<file path="config.mk">
export PLATFORM = sky130hd
export DESIGN_NAME = reg_write_arbiter
export DESIGN_NICKNAME = d
export VERILOG_FILES = /design/src/rtl/reg_write_arbiter.sv
export SDC_FILE = /design/constraint.sdc
export NUM_CORES = 1
export LEC_CHECK = 0
export BUFFER_PORTS_ARGS = -buffer_cell sky130_fd_sc_hd__buf_2
export CORE_MARGIN = 4
export CORE_UTILIZATION = 56
export DETAILED_ROUTE_END_ITERATION = 8
export PLACE_DENSITY = 0.8
export SLEW_MARGIN = 20
export SYNTH_ARGS = -nofsm -noshare
export SYNTH_HDL_FRONTEND = slang
export SYNTH_SLANG_ARGS = --single-unit
</file>
<file path="constraint.sdc">
create_clock -name CLK -period 4 [get_ports CLK]
set_clock_uncertainty 0.2 [all_clocks]
set_input_delay 0.2 -clock CLK [delete_from_list [all_inputs] [get_ports CLK]]
set_output_delay 0.2 -clock CLK [all_outputs]
set_load 0.01 [all_outputs]
</file>
<file path="src/rtl/reg_write_arbiter.sv">
// Writeback arbiter: two FIFO-queued sources (A = ALU, B = load return) share one registered
// register-bank write port, and PENDING flags registers with a write in flight. Define RR_ARB_EN
// to make conflicts round-robin; the default build gives B fixed priority over A.
module reg_write_arbiter #(
  parameter int FIFO_DEPTH = 2
) (
  input  logic        CLK,
  input  logic        RST_N,
  input  logic        A_VALID,
  input  logic [4:0]  A_REG,
  input  logic [31:0] A_DATA,
  output logic        A_READY,
  input  logic        B_VALID,
  input  logic [4:0]  B_REG,
  input  logic [31:0] B_DATA,
  output logic        B_READY,
  output logic        REG_WRITE,
  output logic [4:0]  WRITE_REGISTER,
  output logic [31:0] WRITE_DATA,
  output logic [31:0] PENDING
);

  localparam int PTR_W = (FIFO_DEPTH > 1) ? $clog2(FIFO_DEPTH) : 1;
  localparam int CNT_W = PTR_W + 1;
  localparam int N_SRC = 2;

  typedef enum logic {
    SRC_A = 1'b0,
    SRC_B = 1'b1
  } src_e;

  typedef struct packed {
    logic [4:0]  rd;
    logic [31:0] data;
  } entry_t;

  entry_t           mem_q    [N_SRC][FIFO_DEPTH];
  entry_t           mem_d    [N_SRC][FIFO_DEPTH];
  logic [PTR_W-1:0] wr_ptr_q [N_SRC];
  logic [PTR_W-1:0] wr_ptr_d [N_SRC];
  logic [PTR_W-1:0] rd_ptr_q [N_SRC];
  logic [PTR_W-1:0] rd_ptr_d [N_SRC];
  logic [CNT_W-1:0] count_q  [N_SRC];
  logic [CNT_W-1:0] count_d  [N_SRC];

  logic        reg_write_q, reg_write_d;
  logic [4:0]  write_register_q, write_register_d;
  logic [31:0] write_data_q, write_data_d;
  logic [31:0] pending;

  entry_t           in_entry  [N_SRC];
  entry_t           head      [N_SRC];
  logic [PTR_W-1:0] slot_off  [N_SRC][FIFO_DEPTH];
  logic [N_SRC-1:0] in_valid;
  logic [N_SRC-1:0] not_empty;
  logic [N_SRC-1:0] full;
  logic [N_SRC-1:0] push;
  logic [N_SRC-1:0] pop;
  logic             grant_valid;
  src_e             grant_src;
  entry_t           granted;

`ifdef RR_ARB_EN
  src_e rr_q, rr_d;
`endif

  assign in_entry[SRC_A] = '{rd: A_REG, data: A_DATA};
  assign in_entry[SRC_B] = '{rd: B_REG, data: B_DATA};
  assign in_valid        = {B_VALID, A_VALID};

  // Readiness looks only at registered occupancy, so a full queue refuses a push even on a pop edge.
  always_comb begin
    for (int s = 0; s < N_SRC; s++) begin
      not_empty[s] = (count_q[s] != '0);
      full[s]      = (count_q[s] == CNT_W'(FIFO_DEPTH));
      push[s]      = in_valid[s] & ~full[s];
      head[s]      = mem_q[s][rd_ptr_q[s]];
    end
  end

  // NOTE: every signal driven here is given a default before any branch, so no latch is inferred.
  always_comb begin
    grant_valid = |not_empty;
    grant_src   = not_empty[SRC_B] ? SRC_B : SRC_A;
`ifdef RR_ARB_EN
    rr_d = rr_q;
    if (&not_empty) begin
      grant_src = rr_q;
      rr_d      = (rr_q == SRC_A) ? SRC_B : SRC_A;
    end
`endif
    pop = '0;
    if (grant_valid) begin
      pop[grant_src] = 1'b1;
    end
    granted = head[grant_src];
  end

  always_comb begin
    mem_d    = mem_q;
    wr_ptr_d = wr_ptr_q;
    rd_ptr_d = rd_ptr_q;
    count_d  = count_q;
    for (int s = 0; s < N_SRC; s++) begin
      if (push[s]) begin
        mem_d[s][wr_ptr_q[s]] = in_entry[s];
        wr_ptr_d[s]           = wr_ptr_q[s] + PTR_W'(1);
      end
      if (pop[s]) begin
        rd_ptr_d[s] = rd_ptr_q[s] + PTR_W'(1);
      end
      count_d[s] = count_q[s] + CNT_W'(push[s]) - CNT_W'(pop[s]);
    end
  end

  // A popped r0 entry still updates the address/data stage but never raises the strobe.
  always_comb begin
    reg_write_d      = grant_valid & (granted.rd != 5'd0);
    write_register_d = grant_valid ? granted.rd   : write_register_q;
    write_data_d     = grant_valid ? granted.data : write_data_q;
  end

  // A slot is live when its distance from the read pointer is below the occupancy.
  always_comb begin
    pending = '0;
    for (int s = 0; s < N_SRC; s++) begin
      for (int i = 0; i < FIFO_DEPTH; i++) begin
        slot_off[s][i] = PTR_W'(i) - rd_ptr_q[s];
        if ({1'b0, slot_off[s][i]} < count_q[s]) begin
          pending = pending | (32'd1 << mem_q[s][i].rd);
        end
      end
    end
    if (reg_write_q) begin
      pending = pending | (32'd1 << write_register_q);
    end
    pending[0] = 1'b0;
  end

  // NOTE: queue storage is left unreset; occupancy counters alone decide which slots are live.
  always_ff @(posedge CLK) begin
    mem_q <= mem_d;
  end

  // NOTE: state registers use non-blocking assignments so every flop samples pre-edge values.
  always_ff @(posedge CLK or negedge RST_N) begin
    if (!RST_N) begin
      for (int s = 0; s < N_SRC; s++) begin
        wr_ptr_q[s] <= '0;
        rd_ptr_q[s] <= '0;
        count_q[s]  <= '0;
      end
      reg_write_q      <= 1'b0;
      write_register_q <= '0;
      write_data_q     <= '0;
    end else begin
      wr_ptr_q         <= wr_ptr_d;
      rd_ptr_q         <= rd_ptr_d;
      count_q          <= count_d;
      reg_write_q      <= reg_write_d;
      write_register_q <= write_register_d;
      write_data_q     <= write_data_d;
    end
  end

`ifdef RR_ARB_EN
  always_ff @(posedge CLK or negedge RST_N) begin
    if (!RST_N) begin
      rr_q <= SRC_A;
    end else begin
      rr_q <= rr_d;
    end
  end
`endif

  assign A_READY        = ~full[SRC_A];
  assign B_READY        = ~full[SRC_B];
  assign REG_WRITE      = reg_write_q;
  assign WRITE_REGISTER = write_register_q;
  assign WRITE_DATA     = write_data_q;
  assign PENDING        = pending;

endmodule

</file>
# ---- Yosys cells after proc, flatten, opt, wreduce, memory -nomap -nowiden
# Cells that the tools add are included.
dict set report totals {
  input_bits 78
  word_cells 94
  ff_bits 194
  output_inout_bits 72
}
dict set report op_classes {
  addsub 12
  magnitude_cmp 13
  bitwise_logic 14
  n_reduce_logical 7
  n_eq_ne 2
  muxes 24
  shift 5
}
# op n
set ops {}
lappend ops {{2-to-1 mux 37 bit} 11}
lappend ops {{2-to-1 mux 32 bit} 5}
lappend ops {{<< shifter 1 x 5 -> 32 bit (first input constant)} 5}
lappend ops {{bitwise mux 74 bit} 2}
lappend ops {{bitwise OR 32 bit} 4}
lappend ops {{demux 37 bit (select 1 bit)} 2}
lappend ops {{>= comparator 2 bit (second input constant)} 5}
lappend ops {{inverter 1 -> 2 bit} 5}
lappend ops {{< comparator 1 x 2 -> 1 bit} 4}
lappend ops {{nonzero test 5 bit} 1}
lappend ops {{adder 1 bit (second input constant)} 4}
lappend ops {{adder 2 x 1 -> 2 bit} 2}
lappend ops {{equality test 2 bit (second input constant)} 2}
lappend ops {{< comparator 2 x 1 -> 1 bit (second input constant)} 2}
lappend ops {{nonzero test 2 bit} 2}
lappend ops {{subtractor 1 bit (first input constant)} 4}
lappend ops {{subtractor 2 x 1 -> 2 bit} 2}
lappend ops {{bitwise AND 1 bit} 3}
lappend ops {{logical AND 1 bit} 3}
lappend ops {{< comparator 1 x 2 -> 1 bit (second input constant)} 1}
lappend ops {{2-to-1 mux 1 bit} 2}
lappend ops {{2-to-1 mux 2 bit} 1}
lappend ops {{inverter 1 bit} 2}
lappend ops {{OR reduction 2 bit} 1}
lappend ops {{other kinds (2)} 2}

# ---- Longest topological paths before layout
dict set report depth {
  ltp_word 11
  mapped_depth 10
  ltp_nobuf 8
}

# ---- Least setup slack after synthesis
# OpenSTA, ideal clock, no wires.
dict set report synth_path {
  path_kind {register to register}
  startpoint {register count_q[1] in the netlist's numbering}
  endpoint {register mem_q[37] in the netlist's numbering, enable pin}
  setup_ps 431
  path_stages_with_launch 5
  path_buffers 1
  arrival_ps 2376
  required_ps 3369
  period_less_slack_ps 3008
  path_slack_ps 992
  cell_sequence {dfrtp_1 buf_2 nand2b_1 nand2_1 nor2_1}
}
dict set report synth_via {
  elab_chain_cells 3
}
# item line
set synth_rtl {}
lappend synth_rtl {{start, declared} 43} ;# logic [CNT_W-1:0] count_q [N_SRC];
lappend synth_rtl {{start signal, assigned} 159} ;# count_q <= count_d;
lappend synth_rtl {{equality test 2 bit} 75} ;# full[s] = (count_q[s] == CNT_W'(FIFO_DEPTH));
lappend synth_rtl {{inverter 1 bit} -}
lappend synth_rtl {{net B_READY} 16} ;# output logic B_READY,
lappend synth_rtl {{bitwise AND 1 bit} 76} ;# push[s] = in_valid[s] & ~full[s];
lappend synth_rtl {{end signal, assigned} 142} ;# mem_q <= mem_d;
lappend synth_rtl {{end, declared} 37} ;# entry_t mem_q [N_SRC][FIFO_DEPTH];
# The timed path passes the listed nets, and every way through them passes these cells.
# A chain may end at the register's enable or synchronous reset.

# ---- Worst setup path in the final report
dict set report layout_path {
  startpoint {register count_q[2] in the netlist's numbering}
  endpoint {output port PENDING[24]}
}
dict set report layout_via {
  elab_chain_cells 10
  elab_cells_between_ends 11
  classes_between {order compare (2); mux (5); bitwise (4)}
}
# item line
set layout_rtl {}
lappend layout_rtl {{< comparator 1 x 2 -> 1 bit} 129} ;# if ({1'b0, slot_off[s][i]} < count_q[s]) begin
lappend layout_rtl {{2-to-1 mux 32 bit} 129}
lappend layout_rtl {{bitwise OR 32 bit} 130} ;# pending = pending | (32'd1 << mem_q[s][i].rd);
lappend layout_rtl {{2-to-1 mux 32 bit (*)} 129}
lappend layout_rtl {{bitwise OR 32 bit} 130}
lappend layout_rtl {{2-to-1 mux 32 bit (*)} 129}
lappend layout_rtl {{bitwise OR 32 bit} 130}
lappend layout_rtl {{2-to-1 mux 32 bit (*)} 129}
lappend layout_rtl {{bitwise OR 32 bit} 135} ;# pending = pending | (32'd1 << write_register_q);
lappend layout_rtl {{2-to-1 mux 32 bit (*)} 134} ;# if (reg_write_q) begin
lappend layout_rtl {{end, declared} 20} ;# output logic [31:0] PENDING
# Mark *: on every way between the ends. The rest lies on a longest branch, timed or not.

==> flow_metrics.env <==
export IMPL_grt_pass1_vias=6909
export IMPL_detail_route_iter0_violations=779
export IMPL_finalSetupViolCount=0
export IMPL_slew_headroom_pct=30.3
export IMPL_ir_drop_v=0.000411
export IMPL_clock_sinks=194
export IMPL_portBuffers=148
export IMPL_vias=6782
export IMPL_grt_antenna_before_repair=1
export IMPL_grt_max_degree=47
export IMPL_yosysWarnings=0
export IMPL_hold_violations=0
export IMPL_postPlaceCellArea_mm2=0.00950
export IMPL_final_nets=916
export IMPL_synth_seq_cells=194
export IMPL_die_width_um=132
export IMPL_setup_tns_final_ps=0
export IMPL_vias_per_cell=6.56
export IMPL_cts_reportedPaths_clkPinSlew_ps=70
export IMPL_cts_tree="done"
export IMPL_synthCells=627
export IMPL_dp_hpwl_um=15500
export IMPL_fin_crit_sh_pct=71.3
export IMPL_p_int_uw=4650
export IMPL_arrival_ps=2450
export IMPL_switching_share_pct=36.9
export IMPL_grt_overflow_total=0
export IMPL_ys_seq_area_share_pct=65.3
export IMPL_p_sw_uw=2710
export IMPL_worstMarginPinSlew_ps=1050
export IMPL_h_tree_depth=4
export IMPL_combPwrFrac_pct=33.0
export IMPL_maxSlewViolCount=0
export IMPL_wl_per_cell_um=25.1
export IMPL_power_density_mw_per_mm2=678
export IMPL_seqPwrFrac_pct=44.4
export IMPL_die_h_um=132
export IMPL_cts_buffers=17
export IMPL_row_count=44
export IMPL_syn_nets=707
export IMPL_p_leak_uw=0.00430
export IMPL_final_cell_area_mm2=0.0108
export IMPL_wirelength_um=26000
export IMPL_path_cells="nor2b_1 -> o211ai_2 -> o22ai_1 -> or4_1 -> buf_2"
export IMPL_coreArea_mm2=0.0148
export IMPL_syn_area_mm2=0.00857
export IMPL_area_growth_pct=26.5
export IMPL_grt_pass1_wl_um=40300
export IMPL_cts_root_buf="clkbuf_16"
export IMPL_slowest_delay_ps=530
export IMPL_final_cell_mix="buf_2, edfxtp_1, dlygate4sd3_1"
export IMPL_clkPwrFrac_pct=22.5
export IMPL_ios=150
export IMPL_async_reset_ff_share_pct=23.7
export IMPL_place_gp_congestion=0.954
export IMPL_die_area_mm2=0.0174
export IMPL_drtAntennaViolNets=0
export IMPL_worst_setup_path_type="flip-flop to output pin"
export IMPL_synth_edf_count=148
export IMPL_hp_class="input pin to asynchronous set/reset pin"
export IMPL_critPathRequiredTime_ps=3600
export IMPL_clockBufferDepth=2
export IMPL_crit_path_start_kind="flip-flop"
export IMPL_status="complete, no violations"
export IMPL_drc=0
export IMPL_worst_slack_ps=1150
export IMPL_period_needed_ps=2850
export IMPL_insertion_delay_ps=430
export IMPL_slowest_stage="or4_1"
export IMPL_synthFlopType="edfxtp_1"
export IMPL_max_freq_ghz=0.350
export IMPL_critPathMaxFanout=8
export IMPL_initial_core_util_pct=58.1
export IMPL_yosysUniqueCellTypes=52
export IMPL_p_total_uw=7360
export IMPL_layout_drive_gt1_share_pct=25.2
export IMPL_pre_cts_slack_ps=1660
export IMPL_endpoint_kind="output pin"
export IMPL_max_cap_violations=0
export IMPL_rsz0062_at_grt="false"
export IMPL_avgSynthCellArea_um2=13.7
export IMPL_grt_usage_pct=30.2
export IMPL_worst_hold_slack_ps=245
export IMPL_drt_pass1_iterations=7
sequential cells by signal, indices dropped and copies added (netlist names):
register / cells
WRITE_REGISTER: 5
wr_ptr_q: 2
count_q: 4
mem_q: 148
WRITE_DATA: 32
REG_WRITE: 1
rd_ptr_q: 2
per-layer routing:
layer	GRT usage, %	share of wire [%]	up-vias
met5	0	0	-
met4	11.8	3.1	0
met3	7.60	11	82
met2	48.8	48	521
met1	39.6	38	3299
li1	-	-	2880
path summary, 6_finish.rpt:
check | start | endpoint | slack, ps | cells after the start
worst min-delay path | RST_N | WRITE_DATA[23] | 250 | 3
max in group asynchronous | RST_N | rd_ptr_q[1] | 2870 | 3
worst max-delay path | count_q[2] | PENDING[24] | 1150 | 5
worst min register to register | WRITE_DATA[13] | WRITE_DATA[13] | 300 | 2
min in group CLK | B_DATA[10] | mem_q[47] | 280 | 2
worst max register to register | count_q[1] | count_q[3] | 1640 | 9
per-stage QoR:
stage               cells  util [%]
global placement      922      64.0
CTS                  1033      73.5
global route         1034      73.5
finish               1034      73.5
floorplan             627         -
detailed placement    924      64.4
synth_stat cells, types with 2 or more instances:
cell        n  area, um^2
buf_4       2        15.0
edfxtp_1  148        4440
nand4_1     3        18.8
nor4_1      3        18.8
o21ai_1     2        10.0
mux2i_1    76         761
clkbuf_1   22        82.6
or3_1      21         131
nand3b_1   17         128
inv_1       7        26.3
o22ai_1    33         206
o211ai_2    4        50.1
nor2_1     33         124
dfrtp_1    46        1150
or4_1       3        22.5
a211o_1     6        52.6
and3_1      5        31.3
a21oi_1     3        15.0
o21ai_0     7        35.0
a21o_1      2        15.0
o32a_1      4        40.0
nor3b_1     4        30.0
nand3_1    11        55.1
a22oi_1     6        45.0
nor3_1      6        30.0
nand2b_1    6        37.5
or3b_2      7        61.3
o32ai_1     3        26.3
or3b_1      2        17.5
ha_1        2        25.0
mux2_2      6        67.6
o221ai_1   30         263
o211ai_1    6        45.0
nand2_1    45         169
xnor2_1     6        52.6
buf_2      18        90.1
o22a_1      7        61.3
repair_timing:
action | in CTS | in global routing
resized for setup | 0 | 0
hold buffers | 77 | 0
buffers inserted | 0 | 0
endpoints found under the hold margin | 197 | 0
worst max-delay path, delay by kind of cell (launching register included):
family	cells	cell delay, ps
compound gates	2	630
buf+inv	1	160
flops	1	500
simple gates	2	750
power groups by stage:
stage	clock network, uW	logic (uW)	registers (uW)
after CTS	1650	2390	3230
after global placement	0	2230	3240
final	1660	2430	3270
after global routing	1760	2600	3310
after detailed placement	0	2320	3260
after floorplan	0	1500	3100
logic make-up after synthesis:
kind of cell | count (synthesis) | synth area share (%)
flops | 194 | 65.3
simple gates | 175 | 11.1
compound gates | 117 | 10.5
mux | 82 | 9.66
buf+inv | 50 | 2.55
xor+xnor | 6 | 0.613
fa+ha+maj | 2 | 0.292
other cells | 1 | 0.0437
final cells by class:
type | count | area, um^2
timing repair buffer | 233 | 1610
clock buffer | 20 | 447
fill | 921 | 3910
antenna | 1 | 2.50
inverter | 7 | 26.3
clock inverter | 12 | 129
tap | 184 | 230
sequential | 194 | 5600
multi-input combinational | 383 | 2800
No activity file was read; power rests on OpenSTA's default activity.
